--- src/rtl/mac_filter.sv ---
// mac_filter: destination-address filter for the receive frame engine.
// A 14-entry exact-match table with per-entry valid bits is scanned one entry
// per clock after a fast-path check for promiscuous, broadcast and multicast.
//
// state  | meaning
// -------+---------------------------------------------------------------
// IDLE   | waiting for a 0->1 transition of mac_rdy_i
// CHECK  | latched address; fast-path accept test
// SCAN   | comparing table entry r_idx against the latched address
// DONE   | result registered and held until mac_rdy_i falls
module mac_filter (
   input  logic        clk_i,
   input  logic        rst_i,
   input  logic        mac_rdy_i,
   input  logic [47:0] mac_data_i,
   input  logic [1:0]  prmstp_i,
   input  logic        mcast_i,
   input  logic        tbl_we_i,
   input  logic [3:0]  tbl_addr_i,
   input  logic [47:0] tbl_data_i,
   input  logic        tbl_clr_i,
   output logic        cmp_done_o,
   output logic        cmp_res_o,
   output logic [3:0]  cmp_idx_o,
   output logic        busy_o
);

   localparam int          N_ENTRIES = 14;
   localparam logic [3:0]  LAST_IDX  = 4'd13;
   localparam logic [3:0]  IDX_NONE  = 4'hF;
   localparam logic [47:0] BCAST     = 48'hFFFF_FFFF_FFFF;

   typedef enum logic [1:0] {
      ST_IDLE  = 2'd0,
      ST_CHECK = 2'd1,
      ST_SCAN  = 2'd2,
      ST_DONE  = 2'd3
   } state_t;

   state_t                r_state;
   state_t                w_state_nxt;
   logic [47:0]           r_tbl [N_ENTRIES];
   logic [N_ENTRIES-1:0]  r_vld;
   logic [47:0]           r_addr;
   logic [3:0]            r_idx;
   logic [3:0]            w_idx_nxt;
   logic                  r_rdy_was_low;
   logic                  r_done;
   logic                  r_res;
   logic [3:0]            r_res_idx;
   logic                  w_done_nxt;
   logic                  w_res_nxt;
   logic [3:0]            w_res_idx_nxt;
   logic                  w_latch;
   logic                  w_start;
   logic                  w_fast;
   logic                  w_hit;
   logic                  w_tbl_wr;

   // A new lookup starts only on a sampled 0->1 of mac_rdy_i. r_rdy_was_low
   // resets to 0 so a level still high when reset releases cannot start one.
   assign w_start  = mac_rdy_i & r_rdy_was_low;

   // Clear wins over a simultaneous write; indices 14 and 15 are dropped.
   assign w_tbl_wr = tbl_we_i & ~tbl_clr_i & (tbl_addr_i <= LAST_IDX);

   assign w_fast   = prmstp_i[1] | (r_addr == BCAST) | (mcast_i & r_addr[40]);

   // Compare the entry selected by r_idx using the table as it stands now.
   always_comb begin
      w_hit = 1'b0;
      for (int k = 0; k < N_ENTRIES; k++) begin
         if ((r_idx == 4'(k)) && r_vld[k] && (r_tbl[k] == r_addr)) begin
            w_hit = 1'b1;
         end
      end
   end

   // Table address storage; data needs no reset because valid bits gate it.
   always_ff @(posedge clk_i) begin
      for (int k = 0; k < N_ENTRIES; k++) begin
         if (w_tbl_wr && (tbl_addr_i == 4'(k))) begin
            r_tbl[k] <= tbl_data_i;
         end
      end
   end

   // Entry valid bits: cleared by reset or tbl_clr_i, set by a write.
   always_ff @(posedge clk_i) begin
      if (rst_i || tbl_clr_i) begin
         r_vld <= '0;
      end else begin
         for (int k = 0; k < N_ENTRIES; k++) begin
            if (w_tbl_wr && (tbl_addr_i == 4'(k))) begin
               r_vld[k] <= 1'b1;
            end
         end
      end
   end

   // mac_rdy_i edge detector.
   always_ff @(posedge clk_i) begin
      if (rst_i) begin
         r_rdy_was_low <= 1'b0;
      end else begin
         r_rdy_was_low <= ~mac_rdy_i;
      end
   end

   // Latch the destination address at the start of a lookup.
   always_ff @(posedge clk_i) begin
      if (rst_i) begin
         r_addr <= '0;
      end else if (w_latch) begin
         r_addr <= mac_data_i;
      end
   end

   // State, scan index and registered result.
   always_ff @(posedge clk_i) begin
      if (rst_i) begin
         r_state   <= ST_IDLE;
         r_idx     <= '0;
         r_done    <= 1'b0;
         r_res     <= 1'b0;
         r_res_idx <= '0;
      end else begin
         r_state   <= w_state_nxt;
         r_idx     <= w_idx_nxt;
         r_done    <= w_done_nxt;
         r_res     <= w_res_nxt;
         r_res_idx <= w_res_idx_nxt;
      end
   end

   // Next-state and next-result decode.
   always_comb begin
      w_state_nxt   = r_state;
      w_idx_nxt     = r_idx;
      w_done_nxt    = r_done;
      w_res_nxt     = r_res;
      w_res_idx_nxt = r_res_idx;
      w_latch       = 1'b0;
      case (r_state)
         ST_IDLE: begin
            if (w_start) begin
               w_latch     = 1'b1;
               w_state_nxt = ST_CHECK;
            end
         end
         ST_CHECK: begin
            if (!mac_rdy_i) begin
               w_state_nxt = ST_IDLE;
            end else if (w_fast) begin
               w_state_nxt   = ST_DONE;
               w_done_nxt    = 1'b1;
               w_res_nxt     = 1'b1;
               w_res_idx_nxt = IDX_NONE;
            end else begin
               w_state_nxt = ST_SCAN;
               w_idx_nxt   = '0;
            end
         end
         ST_SCAN: begin
            if (!mac_rdy_i) begin
               w_state_nxt = ST_IDLE;
            end else if (w_hit) begin
               w_state_nxt   = ST_DONE;
               w_done_nxt    = 1'b1;
               w_res_nxt     = 1'b1;
               w_res_idx_nxt = r_idx;
            end else if (r_idx == LAST_IDX) begin
               w_state_nxt   = ST_DONE;
               w_done_nxt    = 1'b1;
               w_res_nxt     = 1'b0;
               w_res_idx_nxt = IDX_NONE;
            end else begin
               w_idx_nxt = r_idx + 4'd1;
            end
         end
         ST_DONE: begin
            if (!mac_rdy_i) begin
               w_state_nxt   = ST_IDLE;
               w_done_nxt    = 1'b0;
               w_res_nxt     = 1'b0;
               w_res_idx_nxt = '0;
            end
         end
         default: begin
            w_state_nxt = ST_IDLE;
         end
      endcase
   end

   assign cmp_done_o = r_done;
   assign cmp_res_o  = r_res;
   assign cmp_idx_o  = r_res_idx;
   assign busy_o     = (r_state == ST_CHECK) || (r_state == ST_SCAN);

endmodule

--- config.mk ---
export PLATFORM = sky130hd
export DESIGN_NAME = mac_filter
export DESIGN_NICKNAME = d
export VERILOG_FILES = /design/src/rtl/mac_filter.sv
export SDC_FILE = /design/constraint.sdc
export NUM_CORES = 1
export LEC_CHECK = 0
export BUFFER_PORTS_ARGS = -buffer_cell sky130_fd_sc_hd__buf_2
export CORE_UTILIZATION = 45
export DETAILED_ROUTE_END_ITERATION = 8
export HOLD_SLACK_MARGIN = 0.06
export PLACE_DENSITY_LB_ADDON = 0.05
export SLEW_MARGIN = 5
export SYNTH_ARGS = -nofsm -noshare
export SYNTH_HDL_FRONTEND = slang
export SYNTH_SLANG_ARGS = --single-unit
--- constraint.sdc ---
create_clock -name clk_i -period 8.9 [get_ports clk_i]
set_input_delay 1.78 -clock clk_i [delete_from_list [all_inputs] [get_ports clk_i]]
set_output_delay 1.78 -clock clk_i [all_outputs]
set_load 0.1 [all_outputs]
# Word level (Yosys, flattened, before mapping)
# Memory sizes are Yosys's and may differ from the RTL's.
# Index checks and enable logic that the tools add are counted.
# classes
addsub	1
order_cmp	1
eq_ne	54
n_mux	115
bitwise_logic	8
n_reduce_logical	65
# ops
operator	count
equality test 48 bit	14
2-to-1 mux 48 bit	13
OR reduction 48 bit	13
2-to-1 mux 4 bit	24
2-to-1 mux 1 bit	67
equality test 4 bit (second input constant)	12
equality test 48 bit (second input constant)	1
logical AND 1 bit	42
equality test 4 x 3 -> 1 bit (second input constant)	8
equality test 4 x 2 -> 1 bit (second input constant)	4
!= test 2 bit (second input constant)	8
2-to-1 mux 2 bit	6
one-hot mux 4 bit (3 select lines)	1
AND reduction 6 bit	2
equality test 4 x 1 -> 1 bit (second input constant)	2
zero test 4 bit	2
one-hot mux 2 bit (4 select lines)	1
one-hot mux 4 bit (2 select lines)	1
one-hot mux 1 bit (3 select lines)	2
adder 4 x 1 -> 4 bit (second input constant)	1
bitwise AND 1 bit	4
equality test 2 bit (second input constant)	2
<= comparator 4 bit (second input constant)	1
!= test 4 bit (second input constant)	1
9 further kinds	12
# word_totals
register_bits	75
ramBits	672
inputBits	108
output_inout_bits	7
wordCells	266
memories	1
# mem_list
name	depth	width	rd	rd_ports_with_merged_regs	write_ports	line_no	source
r_tbl	14	48	14	0	1	42	logic [47:0] r_tbl [N_ENTRIES];

# Logic depth before layout (Yosys ltp)
# depth
ltp_word	20
ltp_mapped	12
mapped_depth_nobuf	11

# Worst setup path after synthesis
# Ideal clock, no wire load.
# synth_path
path_kind	input to register
startpoint	in tbl_clr_i
endpoint	mem r_tbl[1][0] (netlist: r_tbl[0][48]), enable pin
setup_ns	0.516
arrival_time_ns	5.769
required_ns	8.384
path_slack_ns	2.615
path_stages	3
n_path_buf	0
cell_sequence	nand2b_1 -> or3b_2 -> nor3_1
# synth_between
elab_chain_len	20
elab_cells_between_ends	84
classes_between	mux: 54; bitwise: 3; reduce/logical: 27
# synth_lines
item	line_no	source
start: declaration	21	input logic tbl_clr_i,
inverter 1 bit *	65	assign w_tbl_wr = tbl_we_i & ~tbl_clr_i & (tbl_addr_i <= LAST_IDX);
bitwise AND 1 bit * (2 in a row)	65	
logical AND 1 bit	82	if (w_tbl_wr && (tbl_addr_i == 4'(k))) begin
2-to-1 mux 1 bit	82	
2-to-1 mux 1 bit (not written as such)	83	r_tbl[k] <= tbl_data_i;
OR reduction 48 bit (no source line)	n/a	
2-to-1 mux 4 bit (no source line) / 2-to-1 mux 1 bit (equally long branches) (13 in a row)	n/a	
end: declaration	42	
# Mark *: on every way between the ends. The rest lies on a longest branch, timed or not.

# Worst setup path after layout
# layout_path
startpoint	reg r_addr[4]
endpoint	reg r_idx[1]
# layout_between
elab_chain_len	18
elab_cells_between_ends	48
classes_between	eq/ne: 17; mux: 14; bitwise: 2; reduce/logical: 15
# layout_lines
item	line_no	source
start: declaration	44	logic [47:0] r_addr;
start signal: assignment	115	r_addr <= mac_data_i;
equality test 48 bit	73	if ((r_idx == 4'(k)) && r_vld[k] && (r_tbl[k] == r_addr)) begin
logical AND 1 bit	73	
2-to-1 mux 1 bit (14 in a row)	73	
!= test 2 bit (no source line)	n/a	
AND reduction 6 bit (no source line) *	n/a	
end signal: assignment	129	r_idx <= w_idx_nxt;
end: declaration	45	logic [3:0] r_idx;
# Marks and branches as above.
# A chain may end at the register's enable or synchronous reset.

==> flow_metrics.tcl <==
set metrics [dict create \
    tns_ns 0 \
    tightest_slew_ns 1.19 \
    route.antenna.remaining_nets 0 \
    path_class "reg2reg" \
    rrSetupSlack_ns 4.74 \
    whs_path_depth 2 \
    ys_seq_area_frac 0.691 \
    status "completed" \
    antenna_found_initial 22 \
    p_clk_frac 0.430 \
    async_reset_ff_frac 0 \
    max_freq_mhz 240 \
    dp_slack_ns 4.77 \
    period_needed_ns 4.16 \
    grt_max_degree 64 \
    required_ns 9.41 \
    reg2reg_to "r_idx[1]" \
    powerDensity_nw_per_um2 216 \
    coreArea_um2 68800 \
    core.rowCount 96 \
    track_usage 0.326 \
    synth_cell_types 57 \
    numPortBuffers 113 \
    p_sw_frac 0.232 \
    startpoint "r_addr[4]" \
    fin_ws_ns 4.74 \
    drive_gt1_frac 0.144 \
    numCtsBuffers 81 \
    cts-resized-gates 0 \
    yosysWarnings 0 \
    netlist_instances 2125 \
    dieHeight_um 266 \
    period_share 0.468 \
    ys.flop_type "edfxtp_1" \
    leakagePower_nw 12.7 \
    cts_root_buf "clkbuf_16" \
    vias 19300 \
    cts_tree "built" \
    slew_headroom 0.201 \
    drc 0 \
    yosys.area.top_type "edfxtp_1" \
    syn-mean-instance-area_um2 14.8 \
    syn_nets 2242 \
    wl_per_cell_um 35.3 \
    critPathMaxStageDelay_ns 1.00 \
    finalHoldViolCount 0 \
    slew_violations 0 \
    syn_to_final_growth_pct 13.5 \
    hpwl_um 65400 \
    synth_seq_cells 747 \
    routabilityCongestion 0.910 \
    post-cts-setup-buffers 0 \
    end_kind "flip-flop" \
    crit_slowest_cell "dfxtp_2" \
    cts_hold_buf 0 \
    fill_cells 5774 \
    die_x_um 266 \
    postRouteWirelength_um 115000 \
    endpoint "r_idx[1]" \
    cp-start-kind "flip-flop" \
    internal-power_w 0.00592 \
    maxCapViolCount 0 \
    nets 2374 \
    yosysTopAreaCellShare 0.643 \
    cts_htree_levels 3 \
    initial_core_util 0.456 \
    die_area_um2 70800 \
    yosys-top-cells-count "edfxtp_1 (672), xor2_1 (473), xnor2_1 (158)" \
    hp-class "reg2reg" \
    clock_path_buffers 3 \
    crit_chain "xor2_1 -> nor4_1 -> nand4_1 -> or4_1 -> o22ai_1 -> nor4_1 -> nand4_1 -> nor3_1 -> a211o_1" \
    vias_per_cell 5.92 \
    io_pins 115 \
    regToRegStartpoint "r_addr[4]" \
    clk_pin_slew_ns 0.06 \
    p_switching_w 0.00179 \
    pwr-share-seq 0.509 \
    fin_skew_ns 0.0161 \
    clk_latency_ns 0.64 \
    synth_edf_count 672 \
    syn_area_um2 31400 \
    reg2reg_depth 9 \
    yosysMostFrequentCell "edfxtp_1" \
    overflow 0 \
    setup_viol 0 \
    rsz0062_at_grt "no" \
    pwr-share-comb 0.062 \
    crit_path_max_fanout 16 \
    power.ir.vdd_worst_v 0.000167 \
    drtPass1Iterations 6 \
    cp.arrival_ns 4.68 \
    drt_iter0_drc 2731 \
    grt_pass1_wl_um 153000 \
    clkSinkCount 747 \
    synthTopCellsByArea "edfxtp_1 (64%), xor2_1 (13%), dfxtp_1 (4.8%)" \
    grt_pass1_vias 18000 \
]
critical path: cells and delay by family (launching register included):
kind	cells	cell delay (ns)
and+or+nand+nor	6	2.37
DFF	1	1.00
AOI/OAI and AO/OA	2	0.52
xor gates and xnor gates	1	0.14
logic make-up (layout without fill, tap and decap cells):
kind of cell    after synthesis  in the layout  synth area share
compound gates              132            132            0.0278
simple gates                443            443            0.0764
xor+xnor                    631            631             0.176
buf+inv                     163            357            0.0250
fa+ha+maj                     9              9           0.00359
other cells                   0              2                 0
flops                       747            747             0.691
registers in the layout, indices dropped and copies added, names as in the netlist:
signal,flops
cmp_idx_o,4
r_rdy_was_low,1
r_vld,14
r_addr,48
r_tbl,672
r_state,2
cmp_res_o,1
r_idx,4
cmp_done_o,1
per-layer routing:
layer  GRT usage  part of all wire  vias up
met5           0                 0        -
met4       0.105             0.034        0
met3      0.0486             0.092      179
met2       0.519              0.46     1051
met1       0.461              0.41    10100
li1            -                 -     7975
final cells by class:
| class | count | area [µm²] | share of cell area |
|---|---|---|---|
| repair buffers | 169 | 986 | 0.0277 |
| inverters | 43 | 161 | 0.00453 |
| clock buffers | 110 | 2270 | 0.0638 |
| well taps | 931 | 1160 | 0.0327 |
| diodes | 2 | 5.00 | 0.000141 |
| flip-flops and latches | 747 | 21700 | 0.610 |
| clock inverters | 35 | 294 | 0.00825 |
| multi-input cells | 1215 | 9020 | 0.253 |
cell usage in the layout (no fill, tap or decap), types with 16 or more instances in the layout:
cell type	instances
dfxtp_1	49
xnor2_1	158
inv_1	34
clkbuf_1	20
buf_2	113
xor2_1	473
buf_4	56
edfxtp_1	672
nand3_1	20
nor2_1	21
nor3_1	17
nand2_1	117
nor4_1	131
a21oi_1	54
clkbuf_16	85
o21a_1	16
nand4_1	77
dfxtp_2	26
nand2b_1	17
how the worst min path moves through the flow:
stage / start / to / slack (ns)
finish: r_addr[46] / r_addr[46] / 0.45
global placement: r_vld[9] / r_vld[9] / 0.44
CTS: r_addr[46] / r_addr[46] / 0.45
detailed placement: r_addr[46] / r_addr[46] / 0.45
global route: r_addr[46] / r_addr[46] / 0.48
floorplan: r_vld[9] / r_vld[9] / 0.43
power groups by stage:
stage	registers (W)	logic, W	clock network (W)
3_3_place_gp	0.00399	0.000464	0
2_1_floorplan	0.00399	0.000210	0
6_report	0.00392	0.000474	0.00331
3_5_place_dp	0.00399	0.000469	0
5_1_grt	0.00392	0.000490	0.00345
4_1_cts	0.00392	0.000471	0.00334
stage by stage:
stage	utilization	area, µm²	std cells	hold slack [ns]	total power, W
3_5_place_dp	0.480	33000	3105	0.446	0.00446
3_3_place_gp	0.480	33000	3105	0.442	0.00445
5_1_grt	0.517	35600	3250	0.477	0.00786
2_1_floorplan	-	31400	2125	0.434	0.00420
6_report	0.518	35600	3252	0.453	0.00770
4_1_cts	0.517	35600	3250	0.454	0.00772
No activity file was read; power rests on OpenSTA's default activity.
